### config.mk
export PLATFORM = sky130hd
export DESIGN_NAME = uart_tx_core
export DESIGN_NICKNAME = d
export VERILOG_FILES = /design/src/rtl/uart_tx_core.sv
export SDC_FILE = /design/constraint.sdc
export NUM_CORES = 1
export LEC_CHECK = 0
export ABC_AREA = 1
export CAP_MARGIN = 20
export CORE_ASPECT_RATIO = 0.6
export CORE_UTILIZATION = 59
export CTS_CLUSTER_DIAMETER = 60
export DETAILED_ROUTE_END_ITERATION = 10
export PLACE_DENSITY_LB_ADDON = 0.3
export SLEW_MARGIN = 20
export SYNTH_ARGS = -nofsm -noshare
export SYNTH_HDL_FRONTEND = slang
export SYNTH_SLANG_ARGS = --single-unit
### constraint.sdc
create_clock -name clk -period 3.3 [get_ports clk]
set_input_delay 0.66 -clock clk [delete_from_list [all_inputs] [get_ports clk]]
set_output_delay 0.66 -clock clk [all_outputs]
set_load 0.01 [all_outputs]
### src/rtl/uart_tx_core.sv
// UART transmitter: FIFO-buffered byte stream serialized LSB-first as start, 8 data, [parity], stop.
// Optional parity bit enabled by defining UART_TX_PARITY_EN.
module uart_tx_core #(
  parameter int FIFO_DEPTH = 8,
  parameter int LVL_W      = 4
) (
  input  logic             clk,
  input  logic             rst_n,
  input  logic [15:0]      cfg_div_i,
  input  logic             cfg_par_odd_i,
  input  logic [7:0]       data_i,
  input  logic             valid_i,
  output logic             ready_o,
  input  logic             cts_n_i,
  output logic             tx_o,
  output logic             busy_o,
  output logic [LVL_W-1:0] fifo_level_o
);

  localparam int PTR_W = LVL_W - 1;

  typedef enum logic [2:0] {
    ST_IDLE   = 3'd0,
    ST_START  = 3'd1,
    ST_DATA   = 3'd2,
    ST_PARITY = 3'd3,
    ST_STOP   = 3'd4
  } state_t;

  state_t           state_r, state_n_s;
  logic [15:0]      baud_r, baud_n_s;
  logic [15:0]      div_r, div_n_s;
  logic [2:0]       bit_r, bit_n_s;
  logic [7:0]       shift_r, shift_n_s;
  logic             tx_r, tx_n_s;
  logic [7:0]       mem_r [FIFO_DEPTH];
  logic [PTR_W-1:0] wr_ptr_r, rd_ptr_r;
  logic [LVL_W-1:0] level_r;
  logic [7:0]       head_s;
  logic             push_s, pop_s, start_ok_s, load_s;

`ifdef UART_TX_PARITY_EN
  logic par_r, par_n_s;

  function automatic logic parity_bit(input logic [7:0] b, input logic odd);
    return (^b) ^ odd;
  endfunction
`else
  logic unused_par_s;
  assign unused_par_s = cfg_par_odd_i;
`endif

  assign ready_o      = (level_r != LVL_W'(FIFO_DEPTH));
  assign push_s       = valid_i & ready_o;
  assign head_s       = mem_r[rd_ptr_r];
  assign start_ok_s   = (level_r != {LVL_W{1'b0}}) & ~cts_n_i;
  assign tx_o         = tx_r;
  assign busy_o       = (state_r != ST_IDLE) | (level_r != {LVL_W{1'b0}});
  assign fifo_level_o = level_r;

  // FIFO storage; contents need no reset since pointers define validity
  always_ff @(posedge clk) begin
    if (push_s) begin
      mem_r[wr_ptr_r] <= data_i;
    end
  end

  // FIFO pointers and occupancy
  always_ff @(posedge clk or negedge rst_n) begin
    if (!rst_n) begin
      wr_ptr_r <= {PTR_W{1'b0}};
      rd_ptr_r <= {PTR_W{1'b0}};
      level_r  <= {LVL_W{1'b0}};
    end else begin
      if (push_s) wr_ptr_r <= wr_ptr_r + PTR_W'(1);
      if (pop_s)  rd_ptr_r <= rd_ptr_r + PTR_W'(1);
      case ({push_s, pop_s})
        2'b10:   level_r <= level_r + LVL_W'(1);
        2'b01:   level_r <= level_r - LVL_W'(1);
        default: level_r <= level_r;
      endcase
    end
  end

  // Frame state register; tx idles high so reset releases the line at once
  always_ff @(posedge clk or negedge rst_n) begin
    if (!rst_n) begin
      state_r <= ST_IDLE;
      baud_r  <= 16'd0;
      div_r   <= 16'd0;
      bit_r   <= 3'd0;
      shift_r <= 8'd0;
      tx_r    <= 1'b1;
`ifdef UART_TX_PARITY_EN
      par_r   <= 1'b0;
`endif
    end else begin
      state_r <= state_n_s;
      baud_r  <= baud_n_s;
      div_r   <= div_n_s;
      bit_r   <= bit_n_s;
      shift_r <= shift_n_s;
      tx_r    <= tx_n_s;
`ifdef UART_TX_PARITY_EN
      par_r   <= par_n_s;
`endif
    end
  end

  // Next-state logic: tx value is computed for the bit that starts on the next edge
  always_comb begin
    state_n_s = state_r;
    baud_n_s  = baud_r;
    div_n_s   = div_r;
    bit_n_s   = bit_r;
    shift_n_s = shift_r;
    tx_n_s    = tx_r;
    load_s    = 1'b0;
    pop_s     = 1'b0;
`ifdef UART_TX_PARITY_EN
    par_n_s   = par_r;
`endif
    case (state_r)
      ST_IDLE: begin
        tx_n_s = 1'b1;
        load_s = start_ok_s;
      end
      ST_START: begin
        if (baud_r == 16'd0) begin
          state_n_s = ST_DATA;
          tx_n_s    = shift_r[0];
          shift_n_s = {1'b0, shift_r[7:1]};
          bit_n_s   = 3'd0;
          baud_n_s  = div_r;
        end else begin
          baud_n_s = baud_r - 16'd1;
        end
      end
      ST_DATA: begin
        if (baud_r == 16'd0) begin
          baud_n_s = div_r;
          if (bit_r == 3'd7) begin
`ifdef UART_TX_PARITY_EN
            state_n_s = ST_PARITY;
            tx_n_s    = par_r;
`else
            state_n_s = ST_STOP;
            tx_n_s    = 1'b1;
`endif
          end else begin
            bit_n_s   = bit_r + 3'd1;
            tx_n_s    = shift_r[0];
            shift_n_s = {1'b0, shift_r[7:1]};
          end
        end else begin
          baud_n_s = baud_r - 16'd1;
        end
      end
`ifdef UART_TX_PARITY_EN
      ST_PARITY: begin
        if (baud_r == 16'd0) begin
          state_n_s = ST_STOP;
          tx_n_s    = 1'b1;
          baud_n_s  = div_r;
        end else begin
          baud_n_s = baud_r - 16'd1;
        end
      end
`endif
      ST_STOP: begin
        if (baud_r == 16'd0) begin
          state_n_s = ST_IDLE;
          tx_n_s    = 1'b1;
          load_s    = start_ok_s;
        end else begin
          baud_n_s = baud_r - 16'd1;
        end
      end
      default: begin
        state_n_s = ST_IDLE;
        tx_n_s    = 1'b1;
      end
    endcase

    // Frame start overrides: pop head byte, latch divider, drive start bit
    if (load_s) begin
      state_n_s = ST_START;
      pop_s     = 1'b1;
      shift_n_s = head_s;
      div_n_s   = cfg_div_i;
      baud_n_s  = cfg_div_i;
      bit_n_s   = 3'd0;
      tx_n_s    = 1'b0;
`ifdef UART_TX_PARITY_EN
      par_n_s   = parity_bit(head_s, cfg_par_odd_i);
`endif
    end else begin
      pop_s = 1'b0;
    end
  end

endmodule
---- After elaboration in Yosys (flattened, before gate mapping) ----
Memories as Yosys holds them, arrays and structs flattened.
Index checks and enable logic that the tools add are counted.
storage, ports and cells
  flip-flop bits (word level) ............. 57
  logic and storage cells ................. 77
  bits in writable memories ............... 64
  memories kept ........................... 1
  output and inout port bits .............. 7
memories
  memory  depth  width  rd ports  clocked after memory_dff  wr ports  line  text
  mem_r   8      8      1         0                         1         36    logic [7:0] mem_r [FIFO_DEPTH];
cells by class
  muxes and demuxes ....................... 31
  reductions and logical operators ........ 12
  $add $sub $neg .......................... 6
  bitwise operators ....................... 4
  equality and inequality tests ........... 14
operators with widths
  operator                                              number
  2-to-1 mux 16 bit                                     3
  2-to-1 mux 8 bit                                      4
  case mux 16 bit (2 select lines)                      1
  2-to-1 mux 3 bit                                      8
  inequality test 3 bit (second input constant)         6
  zero test 16 bit                                      1
  case mux 8 bit (2 select lines)                       1
  subtractor 16 x 1 -> 16 bit (second input constant)   1
  case mux 3 bit (4 select lines)                       1
  adder 3 x 1 -> 3 bit (second input constant)          3
  2-to-1 mux 1 bit                                      9
  nonzero test 3 bit                                    3
  case mux 4 bit (2 select lines)                       1
  equality test 3 bit (second input constant)           2
  case mux 3 bit (2 select lines)                       1
  AND reduction 5 bit                                   1
  adder 4 x 1 -> 4 bit (second input constant)          1
  inequality test 4 bit (second input constant)         1
  AND reduction 4 bit                                   1
  nonzero test 4 bit                                    1
  subtractor 4 x 1 -> 4 bit (second input constant)     1
  equality test 3 x 1 -> 1 bit (second input constant)  1
  equality test 3 x 2 -> 1 bit (second input constant)  1
  zero test 3 bit                                       1
  12 further kinds                                      13

---- Logic depth before layout (Yosys ltp) ----
  depth in word-level cells ............... 7
  mapped depth ............................ 17

---- Worst setup path before layout ----
No wires, ideal clock.
  path type ............................... in2reg
  start ................................... in cts_n_i
  end ..................................... reg level_r[3], in the netlist fifo_level_o[3]
  stages .................................. 12
  data required time ...................... 3.173 ns
  data arrival time ....................... 2.300 ns
  slack ................................... 0.872 ns
  path through ............................ or2_0 -> nor2_4 -> nand2_4 -> inv_2 -> buf_6 -> buf_6 -> ha_1 -> xor2_1 -> nand2_1 -> o21ai_0 -> nand3_1 -> xnor2_1
between the ends
  longest elaborated chain between the ends .. 7
ends and longest elaborated chain
  element                                                                       line  text
  from (decl)                                                                   14    input logic cts_n_i,
  NOT 1 bit (*)                                                                 56    assign start_ok_s = (level_r != {LVL_W{1'b0}}) & ~cts_n_i;
  AND 1 bit (*)                                                                 56
  2-to-1 mux 1 bit                                                              171   if (baud_r == 16'd0) begin
  case mux 1 bit (2 select lines) (*)                                           123   case (state_r)
  via load_s                                                                    40    logic push_s, pop_s, start_ok_s, load_s;
  2-to-1 mux 1 bit (*)                                                          186   if (load_s) begin
  equality test 2 x 1 -> 1 bit / equality test 2 bit (equally long branches)    77    case ({push_s, pop_s})
  case mux 4 bit (2 select lines) / nonzero test 2 bit (equally long branches)  --
  to (signal assigned)                                                          78    2'b10: level_r <= level_r + LVL_W'(1);
  to (signal assigned)                                                          79    2'b01: level_r <= level_r - LVL_W'(1);
  to (signal assigned)                                                          80    default: level_r <= level_r;
  to (decl)                                                                     38    logic [LVL_W-1:0] level_r;
The timed path passes the listed nets; every way through them passes the cells marked *.
A chain may end at the register's enable or synchronous reset.

---- Worst setup path in the final report ----
  start ................................... reg level_r[0], in the netlist fifo_level_o[0]
  end ..................................... out busy_o
between the ends
  longest elaborated chain between the ends .. 2
ends and longest elaborated chain
  element                 line  text
  from (signal assigned)  73    level_r <= {LVL_W{1'b0}};
  from (signal assigned)  78
  from (signal assigned)  79
  nonzero test 4 bit      58    assign busy_o = (state_r != ST_IDLE) | (level_r != {LVL_W{1'b0}});
  OR 1 bit                58
  to (decl)               16    output logic busy_o,
No other way between the ends.

==> flow_summary.toml <==
[timing]
final-max-slew-violation-count = 0
finClkSkew_ns = 0.00999
rsz0062_at_grt = "false"
min_period_ns = 2.57
tightest_slew_ns = 0.998
hold_viol = 0
fin_crit_sh_pct = 77.9
tns_ns = 0
slew_headroom_pct = 33.4
fmax_mhz = 389
setup_viol = 0

[global_route]
grt_max_degree = 58
track_usage_pct = 30.2
grt_pass1_vias = 4558
antenna_found_initial = 0
overflow = 0
grt_first_pass_wirelength_um = 22500

[floorplanning]
die_area_um2 = 10100
start_util_pct = 61.6
core_area_um2 = 9290
rows = 27
ioPinCount = 36
die_y_um = 78.3
die_w_um = 129

[power]
power.total_w = 0.00693
power_leakage_nw = 2.98
power_density_nw_per_um2 = 1010
peakVddDrop_uv = 526

[hold_path]
hold_path.class = "in2async"

[clock_network]
cts_setup_buffers = 0
h-tree-depth = 4
cts_buffers = 17
clock-sinks = 121
cts.hold.buffers_added = 0
clock_latency_ns = 0.41
cts.path.max_buffers = 2
clkSlewWorstSetupHoldPaths_ns = 0.05
cts.repair.resized = 0
cts_tree = "built"
cts_root_buffer = "clkbuf_16"

[yosys]
ys.flop_type = "edfxtp_1"
synth_top_area_share_pct = 33.6
synth_edf_count = 64
postSynthAreaPerCell_um2 = 9.22
ys_seq_area_share_pct = 58.5
ys_warn_count = 0
synth_seq_cells = 121
syn_inst = 621
ys_types = 35
yosys-top-cells-area = "edfxtp_1 34%, dfrtp_1 24%, nand2_1 11%"
synth_top_area_cell = "edfxtp_1"
synth_area_um2 = 5720
async_flop_share_pct = 47.1
synth.net_count = 658

[layout]
num_antenna_cells = 0
num-nets-final = 706
final_area_um2 = 6840
area_delta_synth_final_pct = 19.5
drive_above_1_share_pct = 9.53
fillers = 629
instances_no_fill = 812

[setup_path]
path_class = "reg2out"
arrival_ns = 1.91
cp.required_ns = 2.64
worstSetupEndpointType = "primary output"
cp_max_fo = 5
critPathLaunchType = "register"

[place]
gp_congestion = 0.961
dp_hpwl_um = 8810
dp_cells = 780
dpl-instance-area_um2 = 6220
portBuffers = 34

[routing]
wl_per_cell_um = 16.7
drtPass1Iterations = 5
vias = 4640
vias_per_cell = 5.71
drt-initial-drc-count = 504
drcViolationCount = 0
postRouteAntennaNets = 0
wl_um = 13600

[run]
maxCapViolations = 0

[run_status]
outcome = "completed"
## cells in the final DEF, fill, tap and decap left out, types with 3 or more instances in the layout
cell             netlist  final
o22ai_1               14     14
clkbuf_16              0     17
inv_1                 42     42
nor2_1                81     81
dfrtp_1               56     56
nand3_1               48     48
bufinv_16              0      5
buf_4                  3     16
nand4_1               13     13
nand2_1              169    169
clkdlybuf4s50_1        0     33
ha_1                   8      8
nor2_2                 6      6
nor2_4                 3      3
inv_2                  5      5
a21oi_1                6      6
clkbuf_1               8      4
edfxtp_1              64     64
o21ai_0               51     51
clkinv_2               0      4
o21ai_1                3      3
nand2_4                3      3
xnor2_1                6      6
xor2_1                 8      8
clkinv_1               1      3
## cells in the mapped netlist, types with 5 or more instances
library cell,instances
nor2_2,6
nand3_1,48
inv_1,42
o22ai_1,14
dfrtp_1,56
o21ai_0,51
xor2_1,8
ha_1,8
inv_2,5
nand4_1,13
edfxtp_1,64
xnor2_1,6
nand2_1,169
a21oi_1,6
nor2_1,81
buf_2,5
clkbuf_1,8
## registers in the layout (all words and copies together), names as in the netlist
| register | count |
|---|---|
| tx_o | 1 |
| shift_r | 8 |
| rd_ptr_r | 3 |
| bit_r | 3 |
| wr_ptr_r | 3 |
| state_r | 3 |
| div_r | 16 |
| mem_r | 64 |
| baud_r | 16 |
| fifo_level_o | 4 |
## cells by family (layout without fill, tap and decap cells)
kind of cell / count (synthesis) / in the layout / synth area share [%]
AO/OA/AOI/OAI: 77 / 77 / 7.26
XOR/XNOR: 14 / 14 / 2.14
adder cells (fa/ha/maj): 8 / 8 / 1.75
buffers and inverters: 69 / 130 / 5.22
flip-flops: 121 / 121 / 58.5
AND/OR/NAND/NOR: 332 / 332 / 25.1
## power breakdown
part	leakage [nW]	switching, W	total [W]	internal (W)
clock network	0.304	0.000622	0.00195	0.00133
registers	1.28	0.000312	0.00237	0.00206
logic	1.40	0.00173	0.00261	0.000882
## metrics by stage
step | setup WS (ns) | hold WS [ns] | util, %
after detailed placement | 0.492 | 0.464 | 67.0
after CTS | 0.728 | 0.419 | 73.6
after floorplan | 0.872 | 0.364 | -
after global placement | 0.505 | 0.457 | 67.0
after global routing | 0.494 | 0.456 | 73.6
final | 0.729 | 0.390 | 73.6
## final timing paths
path                            startpoint              end  slack, ns  depth (start not counted)
max in group asynchronous            rst_n         div_r[0]       2.41                          2
setup / recovery           fifo_level_o[0]           busy_o       0.73                          5
min in group clk                  div_r[0]         div_r[0]       0.48                          2
hold reg to reg                   div_r[0]         div_r[0]       0.48                          2
setup reg to reg                 baud_r[0]  fifo_level_o[2]       0.74                         14
hold / removal                       rst_n      rd_ptr_r[0]       0.39                          2
## area by class of cell
| cell class | count | area [um^2] | share of cell area, % |
|---|---|---|---|
| sequential | 121 | 3350 | 49.0 |
| multi-input combinational | 431 | 2080 | 30.3 |
| timing repair buffer | 50 | 455 | 6.66 |
| clock buffer | 21 | 440 | 6.44 |
| inverter | 48 | 180 | 2.63 |
| clock inverter | 11 | 178 | 2.60 |
| tap | 130 | 163 | 2.38 |
## layer usage
metal	share of wire [%]	track usage [%]
met4	1.2	9.76
met1	46	43.4
met5	0	0
met3	9.2	8.04
met2	44	44.6
## critical path: stages (launching register included)
cell             delay (ns)
dfrtp_1                0.45
inv_1                  0.10
nand2_1                0.06
nor3_2                 0.29
nand2_1                0.10
clkdlybuf4s50_1        0.50
Power figures use the tool's default switching activity.
